File: config.mk
export PLATFORM = sky130hd
export DESIGN_NAME = switch_operand_loader
export DESIGN_NICKNAME = d
export VERILOG_FILES = /design/src/rtl/switch_operand_loader.sv
export SDC_FILE = /design/constraint.sdc
export NUM_CORES = 1
export LEC_CHECK = 0
export ABC_AREA = 1
export CAP_MARGIN = 0
export CORE_MARGIN = 2
export CORE_UTILIZATION = 62
export DETAILED_ROUTE_END_ITERATION = 16
export GPL_TIMING_DRIVEN = 0
export PLACE_DENSITY = 0.84
export SKIP_CTS_REPAIR_TIMING = 1
export SYNTH_ARGS = -nofsm -noshare
export SYNTH_HDL_FRONTEND = slang
export SYNTH_SLANG_ARGS = --single-unit
File: constraint.sdc
create_clock -name clk -period 4.4 [get_ports clk]
set_input_delay 0.88 -clock clk [delete_from_list [all_inputs] [get_ports clk]]
set_output_delay 0.88 -clock clk [all_outputs]
set_load 0.03 [all_outputs]
File: src/rtl/switch_operand_loader.sv
// switch_operand_loader
//   Operand-entry front end for the 4-bit add/sub adder. Captures operand A,
//   then operand B and the mode bit from the slide switches on debounced
//   presses of the load button. Holds them stable and flags valid once both
//   operands are held. A debounced press of the clear button returns to the
//   empty state.
//
// Ports
//   clk       system clock; all state changes on its rising edge
//   rst_n     asynchronous active-low reset (internally released synchronously)
//   sw        raw operand switches (asynchronous)
//   sw_mode   raw mode switch, 0 = add, 1 = subtract (asynchronous)
//   btn_load  raw load pushbutton, active-high, bouncy
//   btn_clr   raw clear pushbutton, active-high, bouncy
//   op_a      held operand A
//   op_b      held operand B
//   op_m      held mode
//   valid     high while op_a, op_b and op_m are all captured
//   state     FSM state: 00 LOAD_A, 01 LOAD_B, 10 HOLD
module switch_operand_loader #(
  parameter int unsigned DEBOUNCE_CYCLES = 50000
) (
  input  logic       clk,
  input  logic       rst_n,
  input  logic [3:0] sw,
  input  logic       sw_mode,
  input  logic       btn_load,
  input  logic       btn_clr,
  output logic [3:0] op_a,
  output logic [3:0] op_b,
  output logic       op_m,
  output logic       valid,
  output logic [1:0] state
);

  localparam int unsigned CW = $clog2(DEBOUNCE_CYCLES + 1);

  typedef enum logic [1:0] {
    LOAD_A = 2'b00,
    LOAD_B = 2'b01,
    HOLD   = 2'b10,
    BAD    = 2'b11
  } state_e;

  // Reset synchronizer: assertion is immediate, release waits two edges.
  logic r_rst_meta, r_rst_sync;
  logic w_rst_n;

  always_ff @(posedge clk or negedge rst_n) begin
    if (!rst_n) begin
      r_rst_meta <= 1'b0;
      r_rst_sync <= 1'b0;
    end else begin
      r_rst_meta <= 1'b1;
      r_rst_sync <= r_rst_meta;
    end
  end

  assign w_rst_n = r_rst_sync;

  // Two-flop synchronizers, bit order {btn_clr, btn_load, sw_mode, sw[3:0]}.
  logic [6:0] r_in_meta, r_in_s;
  logic [3:0] w_sw_s;
  logic       w_mode_s;
  logic [1:0] w_btn_s;

  always_ff @(posedge clk or negedge w_rst_n) begin
    if (!w_rst_n) begin
      r_in_meta <= '0;
      r_in_s    <= '0;
    end else begin
      r_in_meta <= {btn_clr, btn_load, sw_mode, sw};
      r_in_s    <= r_in_meta;
    end
  end

  assign w_sw_s   = r_in_s[3:0];
  assign w_mode_s = r_in_s[4];
  assign w_btn_s  = r_in_s[6:5];

  // Debounce: index 0 = load, 1 = clear. The counter runs only while the
  // synchronized level disagrees with the accepted level; any agreement
  // restarts it, so a bounce shorter than DEBOUNCE_CYCLES never flips it.
  logic [CW-1:0] r_cnt [2];
  logic [1:0]    r_deb, r_deb_d;
  logic          w_load_pulse, w_clr_pulse;

  always_ff @(posedge clk or negedge w_rst_n) begin
    if (!w_rst_n) begin
      for (int unsigned i = 0; i < 2; i++) r_cnt[i] <= '0;
      r_deb   <= '0;
      r_deb_d <= '0;
    end else begin
      r_deb_d <= r_deb;
      for (int unsigned i = 0; i < 2; i++) begin
        if (w_btn_s[i] != r_deb[i]) begin
          if (r_cnt[i] == CW'(DEBOUNCE_CYCLES)) begin
            r_deb[i] <= ~r_deb[i];
            r_cnt[i] <= '0;
          end else begin
            r_cnt[i] <= r_cnt[i] + CW'(1);
          end
        end else begin
          r_cnt[i] <= '0;
        end
      end
    end
  end

  assign w_load_pulse = r_deb[0] & ~r_deb_d[0];
  assign w_clr_pulse  = r_deb[1] & ~r_deb_d[1];

  // FSM and held operands.
  state_e     r_state, w_state_nxt;
  logic [3:0] r_op_a, r_op_b, w_op_a_nxt, w_op_b_nxt;
  logic       r_op_m, r_valid, w_op_m_nxt, w_valid_nxt;

  always_ff @(posedge clk or negedge w_rst_n) begin
    if (!w_rst_n) begin
      r_state <= LOAD_A;
      r_op_a  <= '0;
      r_op_b  <= '0;
      r_op_m  <= 1'b0;
      r_valid <= 1'b0;
    end else begin
      r_state <= w_state_nxt;
      r_op_a  <= w_op_a_nxt;
      r_op_b  <= w_op_b_nxt;
      r_op_m  <= w_op_m_nxt;
      r_valid <= w_valid_nxt;
    end
  end

  always_comb begin
    w_state_nxt = r_state;
    if (w_clr_pulse) begin
      w_state_nxt = LOAD_A;
    end else begin
      case (r_state)
        LOAD_A:  if (w_load_pulse) w_state_nxt = LOAD_B;
        LOAD_B:  if (w_load_pulse) w_state_nxt = HOLD;
        HOLD:    if (w_load_pulse) w_state_nxt = LOAD_B;
        default: w_state_nxt = LOAD_A;
      endcase
    end
  end

  always_comb begin
    w_op_a_nxt  = r_op_a;
    w_op_b_nxt  = r_op_b;
    w_op_m_nxt  = r_op_m;
    w_valid_nxt = r_valid;
    if (w_clr_pulse) begin
      w_op_a_nxt  = '0;
      w_op_b_nxt  = '0;
      w_op_m_nxt  = 1'b0;
      w_valid_nxt = 1'b0;
    end else begin
      case (r_state)
        LOAD_A: if (w_load_pulse) w_op_a_nxt = w_sw_s;
        LOAD_B: if (w_load_pulse) begin
          w_op_b_nxt  = w_sw_s;
          w_op_m_nxt  = w_mode_s;
          w_valid_nxt = 1'b1;
        end
        // New entry: op_b/op_m stay until recaptured, only valid drops.
        HOLD: if (w_load_pulse) begin
          w_op_a_nxt  = w_sw_s;
          w_valid_nxt = 1'b0;
        end
        default: w_valid_nxt = 1'b0;
      endcase
    end
  end

  assign op_a  = r_op_a;
  assign op_b  = r_op_b;
  assign op_m  = r_op_m;
  assign valid = r_valid;
  assign state = r_state;

endmodule
==> run metrics, run 1 <==
Mapped Area=2900 um2; Setup Viol. Count Final=0; number of global-route vias before repair=approximately 2100; DR pass1 iterations=4; Buf+Inv Stages, Crit Path=1; Mapped Nets=335; Synth Warn #=0; GRT overflow=0; Layout Utilization=0.763; Critical Path AT=roughly 1500 ps; Die X=72.4 um; max-cap violation count=0; clock tree buffer depth=2; final WL=approximately 5.1 mm; antenna violations before repair=0; row count=24; Hold Fails Final Rpt=0; Total Neg Setup Slack=0 ps; largest net degree at the start of global routing=39; worst slew pin tran=628 ps; crit path cell chain=clkdlybuf4s50_1; relative slew slack=0.578; crit path max-delay cell type=clkdlybuf4s50_1; chip height=72.4 um; Clock transition at path regs=70 ps; via count=2068; crit end category=primary output; RSZ-0062 raised after global routing=no; Post-Synthesis Mean Instance Area=roughly 9 um2; Period Utilization, post-route=0.533; clk root buf=clkbuf_8; Synth cell types=27; PD cells=between 300 and 400 nW/um2; layout cells sized above 1=0.134; max incr delay on CP=700 ps; Peak Freq=426 MHz; DP HPWL=approximately 3.7 mm; Remaining DRCs=0; initial core utilization=0.653; first-pass GRT wire length=9.16 mm; port bufs=20; drt initial violations=128; commonest non-fill, non-tap cell in the layout=nor2_1; Final Critical Period=2350 ps; Area growth syn-to-layout=17.0%; status=complete, no violations; WL/cell=12.5 um; CP Data Required Time=3520 ps; Worst Setup Start Kind=register; Setup Crit Path Kind=reg2out; register area share after synthesis=0.552; share of the synthesized area in the top cell type=0.552; TritonCTS sink count=64; clk_lat worst skew=340 ps; GRT Total Usage=0.231; Final nets=between 300 and 400; leakage=1.56 nW; Post-Syn Instances=322; ANT cells=0; Routed Antenna Nets=0; Setup Skew=10.0 ps; area of the core=4440 um2; biggest area consumer among synthesized cells=dfrtp_1; Yosys reg bits=64; CTS tree=yes; die area=roughly 5200 um2; count of boundary I/O pins=21; H-tree depth=3; RePlAce Congestion=0.878; crit path max fanout=4; peak supply drop=0.406 mV; Hold Crit Class=reg2async; Via density=5.04; Inserted Clock Buffers=9; Area contributors post-synth=dfrtp_1 (55%), nor2_1 (8.5%), nand2_1 (6.9%); Crit path max-delay family=buffers and inverters; leading cell types in the layout, fill and taps excluded=nor2_1 (66), dfrtp_1 (63), nand2_1 (53); max-slew violation count=0
## state kept, by name (all words and copies together), names as in the netlist
name,count
r_rst_sync,1
op_a,4
r_in_meta,7
valid,1
state,2
r_rst_meta,1
op_b,4
op_m,1
r_in_s,7
r_deb,2
r_cnt,32
r_deb_d,2
## cell usage after synthesis, drive strengths merged
master,instances
a21oi,4
o21bai,5
conb,1
a31oi,3
nand3b,1
inv,42
xnor2,4
nand3,28
nand4,4
o22ai,4
dfrtp,64
nand2,62
nor2,76
ha,4
o21ai,8
xor2,12
## through the flow
| stage | hold slack [ps] | cell area, um2 | setup WS [ps] | total power, mW | instances |
|---|---|---|---|---|---|
| 3_5_place_dp | 279 | 3190 | 2430 | 0.661 | 395 |
| 5_1_grt | 332 | 3390 | 2000 | 1.21 | 410 |
| 4_1_cts | 283 | 3390 | 2050 | 1.18 | 410 |
| 3_3_place_gp | 332 | 3170 | 1910 | 0.658 | 394 |
| 2_1_floorplan | 331 | 2900 | 2490 | 0.643 | 322 |
| 6_report | 261 | 3390 | 2050 | 1.17 | 410 |
## where the power goes
group	internal [mW]	switching (mW)
registers	0.600	0.0125
logic	0.0161	0.0206
clock network	0.303	0.215
total	0.919	0.248
## worst paths after layout
| path | from | endpoint | slack [ps] | depth (start not counted) |
|---|---|---|---|---|
| setup / recovery | state[1] | state[1] | 2050 | 1 |
| setup reg to reg | r_cnt[0] | r_cnt[8] | 3020 | 7 |
| min in group clk | r_rst_meta | r_rst_sync | 340 | 0 |
| hold / removal | r_rst_sync | r_cnt[22] | 260 | 0 |
| max in group asynchronous | r_rst_sync | r_in_s[0] | 3560 | 1 |
| hold reg to reg | r_rst_sync | r_cnt[22] | 260 | 0 |
## per-layer routing
| metal | GRT usage | routed length, um | up-vias | share of wire |
|---|---|---|---|---|
| met1 | 0.280 | 2310 | 961 | 0.45 |
| met3 | 0.0861 | 198 | 6 | 0.039 |
| met2 | 0.379 | 2560 | 36 | 0.50 |
| met4 | 0.0864 | 51 | 0 | 0.010 |
| li1 | - | - | 1065 | - |
| met5 | 0 | 0 | - | 0 |
## cells by family after synthesis
| kind of cell | Yosys count | share of synthesized area |
|---|---|---|
| and+or+nand+nor | 171 | 0.267 |
| DFF | 64 | 0.552 |
| xor gates and xnor gates | 16 | 0.0509 |
| AOI/OAI and AO/OA | 24 | 0.0565 |
| buffers and inverters | 42 | 0.0552 |
| adders and majority gates | 4 | 0.0173 |
| other | 1 | 0.00129 |
## cell type report
class,instances,area [um2]
tap,52,65.1
timing repair buffer,21,220
inverter,42,160
sequential,64,1600
fill,324,1050
multi-input combinational,216,1140
clock buffer,12,165
clock inverter,3,40.0
Power figures use the tool's default switching activity.
==> run 2, diff against run 1 <==
--- a/config.mk
+++ b/config.mk
@@ -8,10 +8,10 @@
 export ABC_AREA = 1
 export CAP_MARGIN = 0
 export CORE_MARGIN = 2
-export CORE_UTILIZATION = 62
+export CORE_UTILIZATION = 52
 export DETAILED_ROUTE_END_ITERATION = 16
 export GPL_TIMING_DRIVEN = 0
-export PLACE_DENSITY = 0.84
+export PLACE_DENSITY = 0.75
 export SKIP_CTS_REPAIR_TIMING = 1
 export SYNTH_ARGS = -nofsm -noshare
 export SYNTH_HDL_FRONTEND = slang
==> constraint.sdc (replaced) <==
create_clock -name clk -period 2 [get_ports clk]
set_input_delay 0.4 -clock clk [delete_from_list [all_inputs] [get_ports clk]]
set_output_delay 0.4 -clock clk [all_outputs]
set_load 0.03 [all_outputs]
==> run metrics, run 2 (same netlist as run 1, synthesis figures left out) <==
Setup Skew=5.43 ps; FILL cells=461; drt initial violations=184; Final Critical Period=roughly 1800 ps; row count=27; leakage=around 1.5 nW; leading cell types in the layout, fill and taps excluded=nor2_1 (66), dfrtp_1 (63), nand2_1 (53); clk_lat worst skew=~340 ps; RSZ-0062 raised after global routing=no; Post-Place Cell Area=3210 um2; ANT cells=0; Via density=4.94; Final nets=367; FF+latch area=1600 um2; Peak Freq=542 MHz; pre-CTS WS=around 510 ps; max-slew violation count=0; Buf+Inv Stages, Crit Path=1; via count=2118; Regs by FF count=r_cnt (32), r_in_meta (7), r_in_s (7); relative slew slack=0.578; crit path cell chain=clkdlybuf4s50_1; Period Utilization, post-route=0.923; crit path max fanout=4; fin area=about 3400 um2; GRT overflow=0; worst slew pin tran=around 630 ps; Die X=approximately 80 um; port bufs=20; Most flops, register=r_cnt; largest net degree at the start of global routing=42; Hold Crit Class=in2async; status=complete, no violations; antenna violations before repair=0; PnR worst setup slack=around 150 ps; PD cells=~700 nW/um2; Crit path max-delay family=buffers and inverters; Setup Crit Path Kind=reg2out; peak supply drop=approximately 0.44 mV; Layout Utilization=0.620; layout cells sized above 1=0.129; crit end category=primary output; initial core utilization=0.533; Total Neg Setup Slack=0 ps; RePlAce Congestion=just under 0.9; count of boundary I/O pins=21; DR pass1 iterations=4; Inserted Clock Buffers=9; chip height=78.7 um; TritonCTS sink count=64; DP HPWL=3.83 mm; multi-input logic area=1140 um2; clock tree buffer depth=2; number of global-route vias before repair=2137; final WL=approximately 5.2 mm; max-cap violation count=0; Hold Fails Final Rpt=0; area of the core=5440 um2; Largest register FFs=32; Setup Viol. Count Final=0; commonest non-fill, non-tap cell in the layout=nor2_1; first-pass GRT wire length=slightly above 9 mm; Remaining DRCs=0; max incr delay on CP=between 600 and 700 ps; Critical Path AT=1450 ps; Overall Power=approximately 2.4 mW; clk root buf=clkbuf_8; H-tree depth=3; WL/cell=approximately 12 um; crit path max-delay cell type=clkdlybuf4s50_1; Worst Setup Start Kind=register; Area growth syn-to-layout=16.4%; Routed Antenna Nets=0; die area=between 6000 and 7000 um2; CP Data Required Time=between 1500 and 2000 ps; CTS tree=yes; Clock transition at path regs=70 ps; GRT Total Usage=0.196
-- run 2: cell types whose count changed in the layout (fill, tap and decap cells not counted), sizes merged --
cell,delta
bufinv,-1
clkbuf,-1
clkinvlp,+1
-- run 2: routing by layer --
layer	global-route usage	up-vias	share of wire
met5	0	-	0
met1	0.240	995	0.45
met3	0.0724	5	0.050
met4	0.0667	0	0.0081
li1	-	1072	-
met2	0.321	46	0.49
-- run 2: layout make-up --
class / count / share of cell area
Clock buffer: 11 / 0.0419
Tap cell: 72 / 0.0267
Sequential cell: 64 / 0.475
Multi-Input combinational cell: 216 / 0.337
Inverter: 42 / 0.0475
Timing Repair Buffer: 21 / 0.0653
Clock inverter: 3 / 0.00630
-- run 2: worst reg2reg max path, cell delays in order (launching register included) --
cell     delay, ps
dfrtp_1        420
inv_1           90
ha_1           150
nand3_1         70
nor2_1         180
nand2_2        130
nand2_2        180
nor2_1          80
-- run 2: final timing paths --
| kind | from | to | slack [ps] | cells past startpoint |
|---|---|---|---|---|
| max reg2reg | r_cnt[0] | r_cnt[8] | 600 | 7 |
| min reg2reg | r_rst_sync | r_cnt[0] | 240 | 0 |
| max | state[1] | state[1] | 150 | 1 |
| min | rst_n | r_rst_sync | 220 | 1 |
| min in group clk | r_in_meta[6] | r_in_s[6] | 350 | 0 |
| max in group asynchronous | r_rst_sync | r_cnt[29] | 1190 | 1 |
-- run 2: per-stage QoR --
stage	hold slack [ps]	std cells
4_1_cts	201	429
3_5_place_dp	260	415
6_report	217	429
3_3_place_gp	333	414
5_1_grt	210	429
2_1_floorplan	104	322
-- run 2: power by group --
group          switching [mW]  internal, mW  total [mW]
clock network           0.460         0.469       0.929
logic                  0.0472        0.0353      0.0825
registers              0.0267          1.32        1.35
total                   0.534          1.83        2.36
==> run 3, diff against run 2 <==
--- a/config.mk
+++ b/config.mk
@@ -5,13 +5,13 @@
 export SDC_FILE = /design/constraint.sdc
 export NUM_CORES = 1
 export LEC_CHECK = 0
-export ABC_AREA = 1
 export CAP_MARGIN = 0
 export CORE_MARGIN = 2
-export CORE_UTILIZATION = 52
+export CORE_UTILIZATION = 51
 export DETAILED_ROUTE_END_ITERATION = 16
 export GPL_TIMING_DRIVEN = 0
-export PLACE_DENSITY = 0.75
+export HOLD_SLACK_MARGIN = 0.15
+export PLACE_DENSITY = 0.74
 export SKIP_CTS_REPAIR_TIMING = 1
 export SYNTH_ARGS = -nofsm -noshare
 export SYNTH_HDL_FRONTEND = slang
==> run metrics, run 3 <==
Sw Share=0.231; Yosys reg bits=64; Peak Freq=530 MHz; DR pass1 iterations=4; PnR worst setup slack=111 ps; Stages on worst setup path=6; Buf+Inv Stages, Crit Path=2; Die X=76.7 um; worst hold margin=219 ps; setup slack, reg-to-reg=110 ps; H-tree depth=3; worst setup path start=r_cnt[12]; first-pass GRT wire length=8.20 mm; number of global-route vias before repair=1842; crit end category=register; leading cell types in the layout, fill and taps excluded=dfrtp_1 (62), nor2_1 (46), clkdlybuf4s50_1 (20); Most flops, register=r_cnt; chip height=76.7 um; row count=26; Largest register FFs=32; final WL=approximately 4.5 mm; max-cap violation count=0; via count=about 1800; leakage=~1.4 nW; Synth cell types=32; count of boundary I/O pins=21; Routed Antenna Nets=0; antenna violations before repair=0; drt initial violations=a little over 70; CP Data Required Time=2230 ps; Final Critical Period=between 1500 and 2000 ps; R2R Path Start=r_cnt[12]; clk root buf=clkbuf_8; non-filler cells, final=roughly 350; Post-Place Cells=330; Total Neg Setup Slack=0 ps; internal power=between 1.5 and 2 mW; Clock transition at path regs=80 ps; multi-input logic area=1030 um2; FF+latch area=about 1600 um2; asr flop ratio synth=1.00; relative slew slack=0.652; TritonCTS sink count=64; Crit path max-delay family=simple AND/OR/NAND/NOR gates; Net Sw Power=586 uW; FF-to-FF path depth=6; Worst Setup Start Kind=register; crit path to=r_cnt[8]; ANT cells=0; Inserted Clock Buffers=9; clk_lat worst skew=340 ps; Post-Syn Instances=~240; Post-Synthesis Mean Instance Area=11.3 um2; WL/cell=13.1 um; Period Utilization, post-route=0.944; initial core utilization=0.527; Synth top cells by count=dfrtp_1 (64), nor2_1 (46), xnor2_1 (19); max-slew violation count=0; prevailing post-synth register cell=dfrtp_1; Via density=5.16; PD cells=just under 800 nW/um2; CTS tree=yes; Regs by FF count=r_cnt (32), r_in_meta (7), r_in_s (7); most common cell in the netlist=dfrtp_1; crit path max fanout=10; Area growth syn-to-layout=19.7%; Setup Crit Path Kind=reg2reg; Critical Path AT=2120 ps; DP HPWL=3.17 mm; crit path max-delay cell type=or4_4; status=complete, no violations; Reg power frac=0.533; Hold Crit Class=in2async; number of synthesized flops with an enable pin=0; max incr delay on CP=560 ps; Setup Viol. Count Final=0; Clock Power Share=0.434; crit path cell chain=or4_4 > nor4_4 > nand2b_1 > buf_6 > buf_12 > nor2_1; Reg-to-Reg End=r_cnt[8]; combinational power share=0.033; Mapped Area=2690 um2; port bufs=20; commonest non-fill, non-tap cell in the layout=dfrtp_1; area of the core=just over 5000 um2; Final nets=284; Setup Skew=between 6 and 7 ps; RePlAce Congestion=around 0.85; Synth Warn #=0; die area=around 6000 um2; Remaining DRCs=0; biggest area consumer among synthesized cells=dfrtp_1; pre-CTS WS=-19.1 ps; Hold Fails Final Rpt=0; share of the synthesized area in the top cell type=0.595; largest net degree at the start of global routing=41; Area contributors post-synth=dfrtp_1 (59%), nor2_1 (6.4%), xnor2_1 (6.2%); worst slew pin tran=522 ps; GRT overflow=0; FILL cells=399; GRT Total Usage=0.180; register area share after synthesis=0.595; clock tree buffer depth=2; Mapped Nets=252; layout cells sized above 1=0.112; peak supply drop=0.586 mV
==> run 3: cell count changes after synthesis, moves of 5 or more <==
| cell | previous run | this run |
|---|---|---|
| nand2_1 | 53 | 10 |
| nand3_1 | 24 | 10 |
| nand2_2 | 9 | 0 |
| nand4_1 | 4 | 10 |
| mux2i_1 | 0 | 9 |
| inv_1 | 39 | 10 |
| nor2_1 | 66 | 46 |
| nor3_1 | 0 | 5 |
| xnor2_1 | 4 | 19 |
| nor2_2 | 7 | 2 |
| nor4_1 | 0 | 9 |
==> run 3: how the worst min path moves through the flow <==
stage | startpoint | to
2_1_floorplan | rst_n | r_rst_meta
3_5_place_dp | r_rst_sync | r_cnt[26]
5_1_grt | rst_n | r_rst_sync
4_1_cts | rst_n | r_rst_sync
6_report | rst_n | r_rst_sync
3_3_place_gp | r_in_meta[6] | r_in_s[6]
==> run 3: metrics by stage <==
stage / instance area, um2 / util / total power, mW
floorplan: 2690 / - / 1.42
global placement: 2980 / 0.584 / 1.45
detailed placement: 3000 / 0.588 / 1.46
CTS: 3210 / 0.628 / 2.57
global route: 3220 / 0.631 / 2.65
finish: 3220 / 0.631 / 2.53
==> run 3: power by group through the flow <==
stage | Sequential [mW] | Clock, mW | Combinational [mW]
floorplan | 1.38 | 0 | 0.0394
global placement | 1.39 | 0 | 0.0621
detailed placement | 1.38 | 0 | 0.0836
CTS | 1.35 | 1.13 | 0.0842
global route | 1.36 | 1.20 | 0.0981
finish | 1.35 | 1.10 | 0.0831
==> run 3: layout make-up <==
class,count,share of cell area
plain buffers,5,0.0136
clock inverters,7,0.0248
well taps,70,0.0272
repair buffers,21,0.0683
clock buffers,9,0.0384
flip-flops and latches,64,0.498
multi-input cells,160,0.318
inverters,10,0.0116
==> run 3: cell families (layout without fill, tap and decap cells) <==
group,Yosys count,count (layout),share of synthesized area
AND/OR/NAND/NOR,109,109,0.205
flip-flops,64,64,0.595
XOR/XNOR,29,29,0.0943
buffers and inverters,15,52,0.0297
multiplexers,11,11,0.0418
AO/OA/AOI/OAI,6,6,0.0139
adder cells (fa/ha/maj),4,4,0.0186
other,1,1,0.00139
==> run 3: layer usage <==
layer  track usage  up-vias  wire (um)
met4        0.0636        0         40
met3        0.0718        4        190
li1              -      875          -
met5             0        -          0
met1         0.221      878       2030
met2         0.288       28       2280
